==> src/rtl/p_to_s_converter_if.sv <==
// rtl/p_to_s_converter_if.sv - frame-in / chunk-out handshake bundle for p_to_s_converter.
interface p_to_s_converter_if #(
  parameter int SERIAL_LENGTH   = 2,
  parameter int PARALLEL_LENGTH = 4,
  parameter int DATA_WIDTH      = 32
);
  logic                                        ien;
  logic [0:PARALLEL_LENGTH-1][DATA_WIDTH-1:0]  idata;
  logic                                        iready;
  logic                                        oen;
  logic                                        oready;
  logic [0:SERIAL_LENGTH-1][DATA_WIDTH-1:0]    odata;
  logic                                        finished;

  // Converter side: takes frames in, drives chunks out.
  modport slave (
    input  ien, idata, oready,
    output iready, oen, odata, finished
  );

  // Environment side: frame producer plus chunk consumer.
  modport master (
    output ien, idata, oready,
    input  iready, oen, odata, finished
  );
endinterface

==> src/rtl/p_to_s_converter.sv <==
// rtl/p_to_s_converter.sv - parallel frame to serial chunk converter; optional P_TO_S_OVERRUN_EN adds a sticky overrun flag.
module p_to_s_converter #(
  parameter int SERIAL_LENGTH   = 2,
  parameter int PARALLEL_LENGTH = 4,
  parameter int DATA_WIDTH      = 32
) (
  input  logic              clk,
  input  logic              rst_n,
  input  logic              fct,
`ifdef P_TO_S_OVERRUN_EN
  output logic              overrun,
`endif
  p_to_s_converter_if.slave bus
);

  localparam int NB_CHUNKS = PARALLEL_LENGTH / SERIAL_LENGTH;
  localparam int CW        = (NB_CHUNKS > 1) ? $clog2(NB_CHUNKS) : 1;
  localparam logic [CW-1:0] LAST_CHUNK = CW'(NB_CHUNKS - 1);

  generate
    if ((PARALLEL_LENGTH % SERIAL_LENGTH) != 0 || PARALLEL_LENGTH < SERIAL_LENGTH) begin : g_bad_len
      $error("PARALLEL_LENGTH must be a positive multiple of SERIAL_LENGTH");
    end
  endgenerate

  typedef enum logic {IDLE, SEND} state_t;

  state_t                                     state_q;
  logic [CW-1:0]                              chunk_q;
  logic [CW-1:0]                              chunk_d;
  logic [0:PARALLEL_LENGTH-1][DATA_WIDTH-1:0] buf_q;
  logic [0:SERIAL_LENGTH-1][DATA_WIDTH-1:0]   odata_q;
  logic [0:SERIAL_LENGTH-1][DATA_WIDTH-1:0]   first_chunk_d;
  logic [0:SERIAL_LENGTH-1][DATA_WIDTH-1:0]   next_chunk_d;
  logic                                       oen_q;
  logic                                       finished_q;
  logic                                       iready;
`ifdef P_TO_S_OVERRUN_EN
  logic                                       overrun_q;
`endif

  assign iready  = fct && (state_q == IDLE);
  assign chunk_d = chunk_q + CW'(1);

  // Chunk 0 comes straight from the incoming frame so oen rises one cycle after ien.
  always_comb begin
    first_chunk_d = '0;
    next_chunk_d  = '0;
    for (int j = 0; j < SERIAL_LENGTH; j++) begin
      first_chunk_d[j] = bus.idata[j];
      next_chunk_d[j]  = buf_q[chunk_d * SERIAL_LENGTH + j];
    end
  end

  always_ff @(posedge clk or negedge rst_n) begin
    if (!rst_n) begin
      state_q    <= IDLE;
      chunk_q    <= '0;
      buf_q      <= '0;
      odata_q    <= '0;
      oen_q      <= 1'b0;
      finished_q <= 1'b0;
`ifdef P_TO_S_OVERRUN_EN
      overrun_q  <= 1'b0;
`endif
    end else if (!fct) begin
      // Disabled block discards any in-flight frame and ignores new ones.
      state_q    <= IDLE;
      chunk_q    <= '0;
      oen_q      <= 1'b0;
      finished_q <= 1'b0;
`ifdef P_TO_S_OVERRUN_EN
      overrun_q  <= 1'b0;
`endif
    end else begin
`ifdef P_TO_S_OVERRUN_EN
      if (bus.ien && !iready) begin
        overrun_q <= 1'b1;
      end
`endif
      case (state_q)
        IDLE: begin
          if (bus.ien) begin
            buf_q      <= bus.idata;
            odata_q    <= first_chunk_d;
            oen_q      <= 1'b1;
            chunk_q    <= '0;
            finished_q <= (NB_CHUNKS == 1);
            state_q    <= SEND;
          end
        end
        SEND: begin
          if (oen_q && bus.oready) begin
            if (chunk_q == LAST_CHUNK) begin
              oen_q      <= 1'b0;
              finished_q <= 1'b0;
              chunk_q    <= '0;
              state_q    <= IDLE;
            end else begin
              chunk_q    <= chunk_d;
              odata_q    <= next_chunk_d;
              finished_q <= (chunk_d == LAST_CHUNK);
            end
          end
        end
        default: state_q <= IDLE;
      endcase
    end
  end

  assign bus.iready   = iready;
  assign bus.oen      = oen_q;
  assign bus.odata    = odata_q;
  assign bus.finished = finished_q;
`ifdef P_TO_S_OVERRUN_EN
  assign overrun      = overrun_q;
`endif

endmodule
==> src/flat_wrapper.sv <==
// flat-port wrapper written by rule: the top's interface ports become plain ports
module p_to_s_converter_flat 
#(
  parameter int SERIAL_LENGTH   = 2,
  parameter int PARALLEL_LENGTH = 4,
  parameter int DATA_WIDTH      = 32
)
  (clk, rst_n, fct, bus_ien, bus_idata, bus_oready, bus_iready, bus_oen, bus_odata, bus_finished);
  p_to_s_converter_if #(.SERIAL_LENGTH(SERIAL_LENGTH), .PARALLEL_LENGTH(PARALLEL_LENGTH), .DATA_WIDTH(DATA_WIDTH)) bus_i ();
  input  logic clk;
  input  logic rst_n;
  input  logic fct;
  input wire logic [$bits(bus_i.ien)-1:0] bus_ien;
  input wire logic [$bits(bus_i.idata)-1:0] bus_idata;
  input wire logic [$bits(bus_i.oready)-1:0] bus_oready;
  output wire logic [$bits(bus_i.iready)-1:0] bus_iready;
  output wire logic [$bits(bus_i.oen)-1:0] bus_oen;
  output wire logic [$bits(bus_i.odata)-1:0] bus_odata;
  output wire logic [$bits(bus_i.finished)-1:0] bus_finished;
  assign bus_i.ien = bus_ien;
  assign bus_i.idata = bus_idata;
  assign bus_i.oready = bus_oready;
  assign bus_iready = bus_i.iready;
  assign bus_oen = bus_i.oen;
  assign bus_odata = bus_i.odata;
  assign bus_finished = bus_i.finished;
  p_to_s_converter #(.SERIAL_LENGTH(SERIAL_LENGTH), .PARALLEL_LENGTH(PARALLEL_LENGTH), .DATA_WIDTH(DATA_WIDTH)) u_core (.clk(clk), .rst_n(rst_n), .fct(fct), .bus(bus_i));
endmodule
==> config.mk <==
export PLATFORM = sky130hd
export DESIGN_NAME = p_to_s_converter_flat
export DESIGN_NICKNAME = d
export VERILOG_FILES = /design/src/rtl/p_to_s_converter_if.sv /design/src/rtl/p_to_s_converter.sv /design/src/flat_wrapper.sv
export SDC_FILE = /design/constraint.sdc
export NUM_CORES = 1
export LEC_CHECK = 0
export CAP_MARGIN = 20
export CELL_PAD_IN_SITES_DETAIL_PLACEMENT = 0
export CELL_PAD_IN_SITES_GLOBAL_PLACEMENT = 1
export CORE_MARGIN = 8
export CORE_UTILIZATION = 40
export DETAILED_ROUTE_END_ITERATION = 8
export GPL_TIMING_DRIVEN = 1
export HOLD_SLACK_MARGIN = 0.06
export PLACE_DENSITY = 0.8
export SLEW_MARGIN = 20
export SYNTH_ARGS = -nofsm -noshare
export SYNTH_HDL_FRONTEND = slang
export SYNTH_SLANG_ARGS = --single-unit
export TNS_END_PERCENT = 30
==> constraint.sdc <==
create_clock -name clk -period 1.85 [get_ports clk]
set_input_delay 0.2775 -clock clk [delete_from_list [all_inputs] [get_ports clk]]
set_output_delay 0.2775 -clock clk [all_outputs]
set_load 0.05 [all_outputs]
# After elaboration in Yosys (flattened, before gate mapping)
# Cells that the tools add are included.
# W data, S select, Z words.
dict set report word_totals {
  reg_bits 195
}
dict set report classes {
  n_addsub 2
  order_cmp 2
  n_eq_ne 6
  n_mux 25
  bitwise_logic 3
  n_reduce_logical 6
}
# cell count
set ops {}
lappend ops {{$mux W64} 3}
lappend ops {{$bmux W32 S2} 2}
lappend ops {{$mux W32} 4}
lappend ops {{$pmux W64 S2} 1}
lappend ops {{$ge A33 B3 Y1 const B} 2}
lappend ops {{$not A2 Y33} 1}
lappend ops {{$not A32 Y33} 1}
lappend ops {{$mux W1} 12}
lappend ops {{$ne A3 B3 Y1 const B} 3}
lappend ops {{$ne A2 B2 Y1 const B} 3}
lappend ops {{$pmux W1 S2} 3}
lappend ops {{$reduce_and A3 Y1} 2}
lappend ops {{$reduce_and A4 Y1} 1}
lappend ops {{$add A2 B1 Y3 const B} 1}
lappend ops {{$logic_and A1 B1 Y1} 2}
lappend ops {{$reduce_and A2 Y1} 1}
lappend ops {{$add A1 B1 Y1 const B} 1}
lappend ops {{$not A1 Y1} 1}

# Longest topological paths before layout
dict set report logic_depth {
  ltp_word 9
  depth_mapped 6
}

# Worst setup path before layout
# No wires, ideal clock.
dict set report synth_path {
  path_type {register to register}
  start {register u_core.chunk_q}
  end {register u_core.odata_q (netlist bit u_core.bus.odata[34])}
  setup_time_ns 0.128
  arrival_ns 1.712
  t_required_ns 1.722
  slack_ns 0.011
  stages_incl_launch_ff 7
  n_path_buf 3
  period_less_slack_ns 1.839
  path_cell_list {dfrtp_1 > buf_6 > nand4b_4 > a21boi_2 > buf_6 > buf_6 > mux2_1}
}
dict set report synth_via {
  elab_chain_len 8
}
# item line
set synth_lines {}
lappend synth_lines {{from (decl)} p_to_s_converter.sv:29} ;# logic [CW-1:0] chunk_q;
lappend synth_lines {{from (signal assigned)} p_to_s_converter.sv:100} ;# chunk_q <= chunk_d;
lappend synth_lines {{$add A1 B1 Y1} p_to_s_converter.sv:43} ;# assign chunk_d = chunk_q + CW'(1);
lappend synth_lines {{$not A2 Y33 (not written as such)} p_to_s_converter.sv:51} ;# next_chunk_d[j] = buf_q[chunk_d * SERIAL_LENGTH + j];
lappend synth_lines {{$bmux W32 S2} p_to_s_converter.sv:51}
lappend synth_lines {{$mux W32 (not written as such) (2 in a row)} p_to_s_converter.sv:51}
lappend synth_lines {{$mux W64} p_to_s_converter.sv:94} ;# if (chunk_q == LAST_CHUNK) begin
lappend synth_lines {{$mux W64} p_to_s_converter.sv:93} ;# if (oen_q && bus.oready) begin
lappend synth_lines {{$pmux W64 S2} p_to_s_converter.sv:81} ;# case (state_q)
lappend synth_lines {{to (signal assigned)} p_to_s_converter.sv:85} ;# odata_q <= first_chunk_d;
lappend synth_lines {{to (signal assigned)} p_to_s_converter.sv:101} ;# odata_q <= next_chunk_d;
lappend synth_lines {{to (decl)} p_to_s_converter.sv:32} ;# logic [0:SERIAL_LENGTH-1][DATA_WIDTH-1:0] odata_q;
# Parallel ways exist; a longest one is shown, timed or not. The select of a mux whose other input is x is not followed.
# A chain may end at the register's enable or synchronous reset.

==> metrics.md <==
| Metric | Value |
|---|---|
| Largest net degree at the start of global routing | 73 |
| Top_reg_cell synth | dfrtp_1 |
| Crit path required time | 1.57 ns |
| Synth Instances | roughly 640 |
| # fillers | roughly 1800 |
| CP max FO | 56 |
| Htree depth | 4 |
| Post-synth top area cell | dfrtp_1 |
| Routed WL per cell | ~18 µm |
| Outcome | complete, no violations |
| Top-count cell post-synth | dfrtp_1 |
| DR iter-0 viols | about 210 |
| Actual slew at the worst max-slew pin | approximately 0.53 ns |
| Min Tclk post-route | roughly 1.8 ns |
| Leak Pwr | a little under 5 nW |
| Core Area | between 20000 and 25000 µm² |
| Cell count after placement | ~1100 |
| CTS Buf Count | 17 |
| Total power | approximately 13 mW |
| Syn nets | slightly below 800 |
| Synth warn | 0 |
| Post-synth EDFFs | 0 |
| Tot GR Track Use | 15.44% |
| First-pass GRT wire length | approximately 33000 µm |
| Final max-slew violation count | 0 |
| Detailed placement HPWL | roughly 15000 µm |
| Critical path class | reg2out |
| Clk sink count | around 200 |
| RSZ-0062 raised after global routing | no |
| Layout cells sized above 1 | a little over a quarter |
| Cell area after synthesis | ~8800 µm² |
| I/O pin count | 200 |
| Final Hold Violating Endpoints | 0 |
| Area delta synth->final | 32.03% |
| IO buf count | about 200 |
| Flops & latches, synth | 195 |
| Initial antenna violation count | 0 |
| Post-synth top area share | approximately 56% |
| Period utilization | between 90 and 100% |
| Metal3 WL | a little over 1000 µm |
| Chip Width | 164.2 µm |
| WP data arrival | about 1.5 ns |
| Antenna-violating nets left | 0 |
| CTS tree | done |
| Final Skew | between 0.01 and 0.015 ns |
| Peak VDD IR | ~0.76 mV |
| Residual DRC count | 0 |
| Seq/Total Area, Yosys | roughly 56% |
| Worst rel slew slack | approximately two thirds |
| Die Ht | roughly 160 µm |
| CTS Buffer Depth | 2 |
| Final core utilization | between 50% and 60% |
| Via count | 5575 |
| PwrDens | roughly 1100 nW/µm² |
| RD Place Congestion | 0.7736 |
| Ant diodes | 0 |
| Worst min path class | in2async |
| Startpoint Class | flop |
| Max Used Layer | met4 |
| Clock Root Buffer | clkbuf_16 |
| DRT Pass-1 Iters | 5 |
| Die ar. | between 20000 and 30000 µm² |
| Number of standard cells in the final layout excluding fillers | between 1000 and 1500 |
| Final setup viols | 0 |
| Vias in the first global route | 6194 |
| Vias/cell | 4.934 |
| Leading post-synthesis cells by cell area | dfrtp_1 56%, mux2_2 17%, mux2i_1 7.3% |
| Fmax | 0.5710 GHz |
| DRT Wirelength | between 20000 and 25000 µm |
| Postcts setup bufs | 0 |
| Ys async rst share | 100.0% |
| Rows | 54 |
| M1 WL | between 8000 and 9000 µm |
| Gr ovfl total | 0 |
| Initial Util | around two fifths |
| Crit. End Element | primary output |
| Commonest cells in the netlist | 195 x dfrtp_1, 132 x mux2_2, 65 x a21oi_1, 65 x nor2_1, 64 x mux2i_1 |
| Mean post-synth cell area | roughly 14 µm² |
| Met2 routed WL | 10270 µm |
| Final net count | between 900 and 1000 |
| Worst-path clk slew | 0.08 ns |
| Synth cell types | 23 |
| Clk_lat worst skew | around 0.42 ns |
| Maxcap violations | 0 |
## final timing paths
check | from | end | slack [ns] | cells past startpoint
setup / recovery | u_core.chunk_q | bus_finished | 0.1 | 2
hold / removal | rst_n | u_core.buf_q[60] | 0.32 | 2
setup reg to reg | u_core.state_q | u_core.bus.odata[23] | 0.12 | 4
hold reg to reg | u_core.bus.odata[32] | u_core.bus.odata[32] | 0.49 | 1
max in group asynchronous | rst_n | u_core.buf_q[88] | 0.89 | 3
min in group clk | bus_idata[45] | u_core.buf_q[45] | 0.46 | 2
## cell usage in the layout (no fill, tap or decap), types with 3 or more instances in the layout
cell type,netlist,routed
buf_12,0,12
mux2_2,132,132
inv_6,0,3
dfrtp_1,195,193
clkdlybuf4s50_1,0,131
mux2_4,16,16
dlygate4sd2_1,0,56
nor2_1,65,65
mux2_1,44,44
clkbuf_16,0,17
clkinv_4,0,4
a21oi_1,65,65
clkbuf_8,0,3
buf_4,3,22
mux2i_1,64,64
## per-layer routing
layer	vias to the layer above	global-route usage, %
met2	114	26.58
met5	-	0
met1	2793	18.67
met4	0	4.463
li1	2654	-
met3	14	4.110
## cell families (layout without fill, tap and decap cells)
family                 Yosys count  after routing  share of synthesized area, %
flip-flops                     195            195                         55.52
AND/OR/NAND/NOR                 73             73                         3.545
XOR/XNOR                         1              1                       0.09968
multiplexers                   256            256                         32.57
buffers and inverters           44            255                         4.114
AO/OA/AOI/OAI                   70             70                         4.143
## flip-flops by register name, summed over array words and instances (netlist names)
name / flops
u_core.state_q: 1
u_core.bus.odata: 64
u_core.chunk_q: 1
u_core.buf_q: 128
u_core.bus.oen: 1
## worst max-delay path, stage by stage (launching register included)
cell and delay, ns:
dfrtp_4 0.44, buf_12 0.39, buf_12 0.20
## repair_timing
action | in CTS | in global routing
hold endpoints to repair | 34 | 0
endpoints found under the setup margin | 56 | 0
hold buffers | 1 | 0
gates resized for setup | 56 | 0
## final cells by class
type                    instances  area, µm²  share of cell area, %
flip-flops and latches        195       4887                  42.12
multi-input cells             400       3562                  30.70
repair buffers                223       2231                  19.23
clock buffers                  19      452.9                  3.903
well taps                     280      350.3                  3.019
clock inverters                13      120.1                  1.035
## metrics by stage
| stage | hold slack, ns | cell area [µm²] | setup TNS, ns | setup slack (ns) |
|---|---|---|---|---|
| 2_1_floorplan | -0.01809 | 8788 | 0 | 0.01060 |
| 3_3_place_gp | 0.2175 | 11090 | -3.917 | -0.08103 |
| 3_5_place_dp | 0.2254 | 11090 | -4.789 | -0.09648 |
| 4_1_cts | 0.3178 | 11600 | 0 | 0.06208 |
| 5_1_grt | 0.3146 | 11600 | 0 | 0.02838 |
| 6_report | 0.3237 | 11600 | 0 | 0.09870 |
## power by group
group / switching, mW / leakage, nW / internal, mW
Sequential: 0.516 / 2.28 / 5.19
Clock: 1.68 / 0.277 / 1.84
Combinational: 2.39 / 2.35 / 1.66
Total: 4.59 / 4.91 / 8.69
No activity file was read; power rests on OpenSTA's default activity.
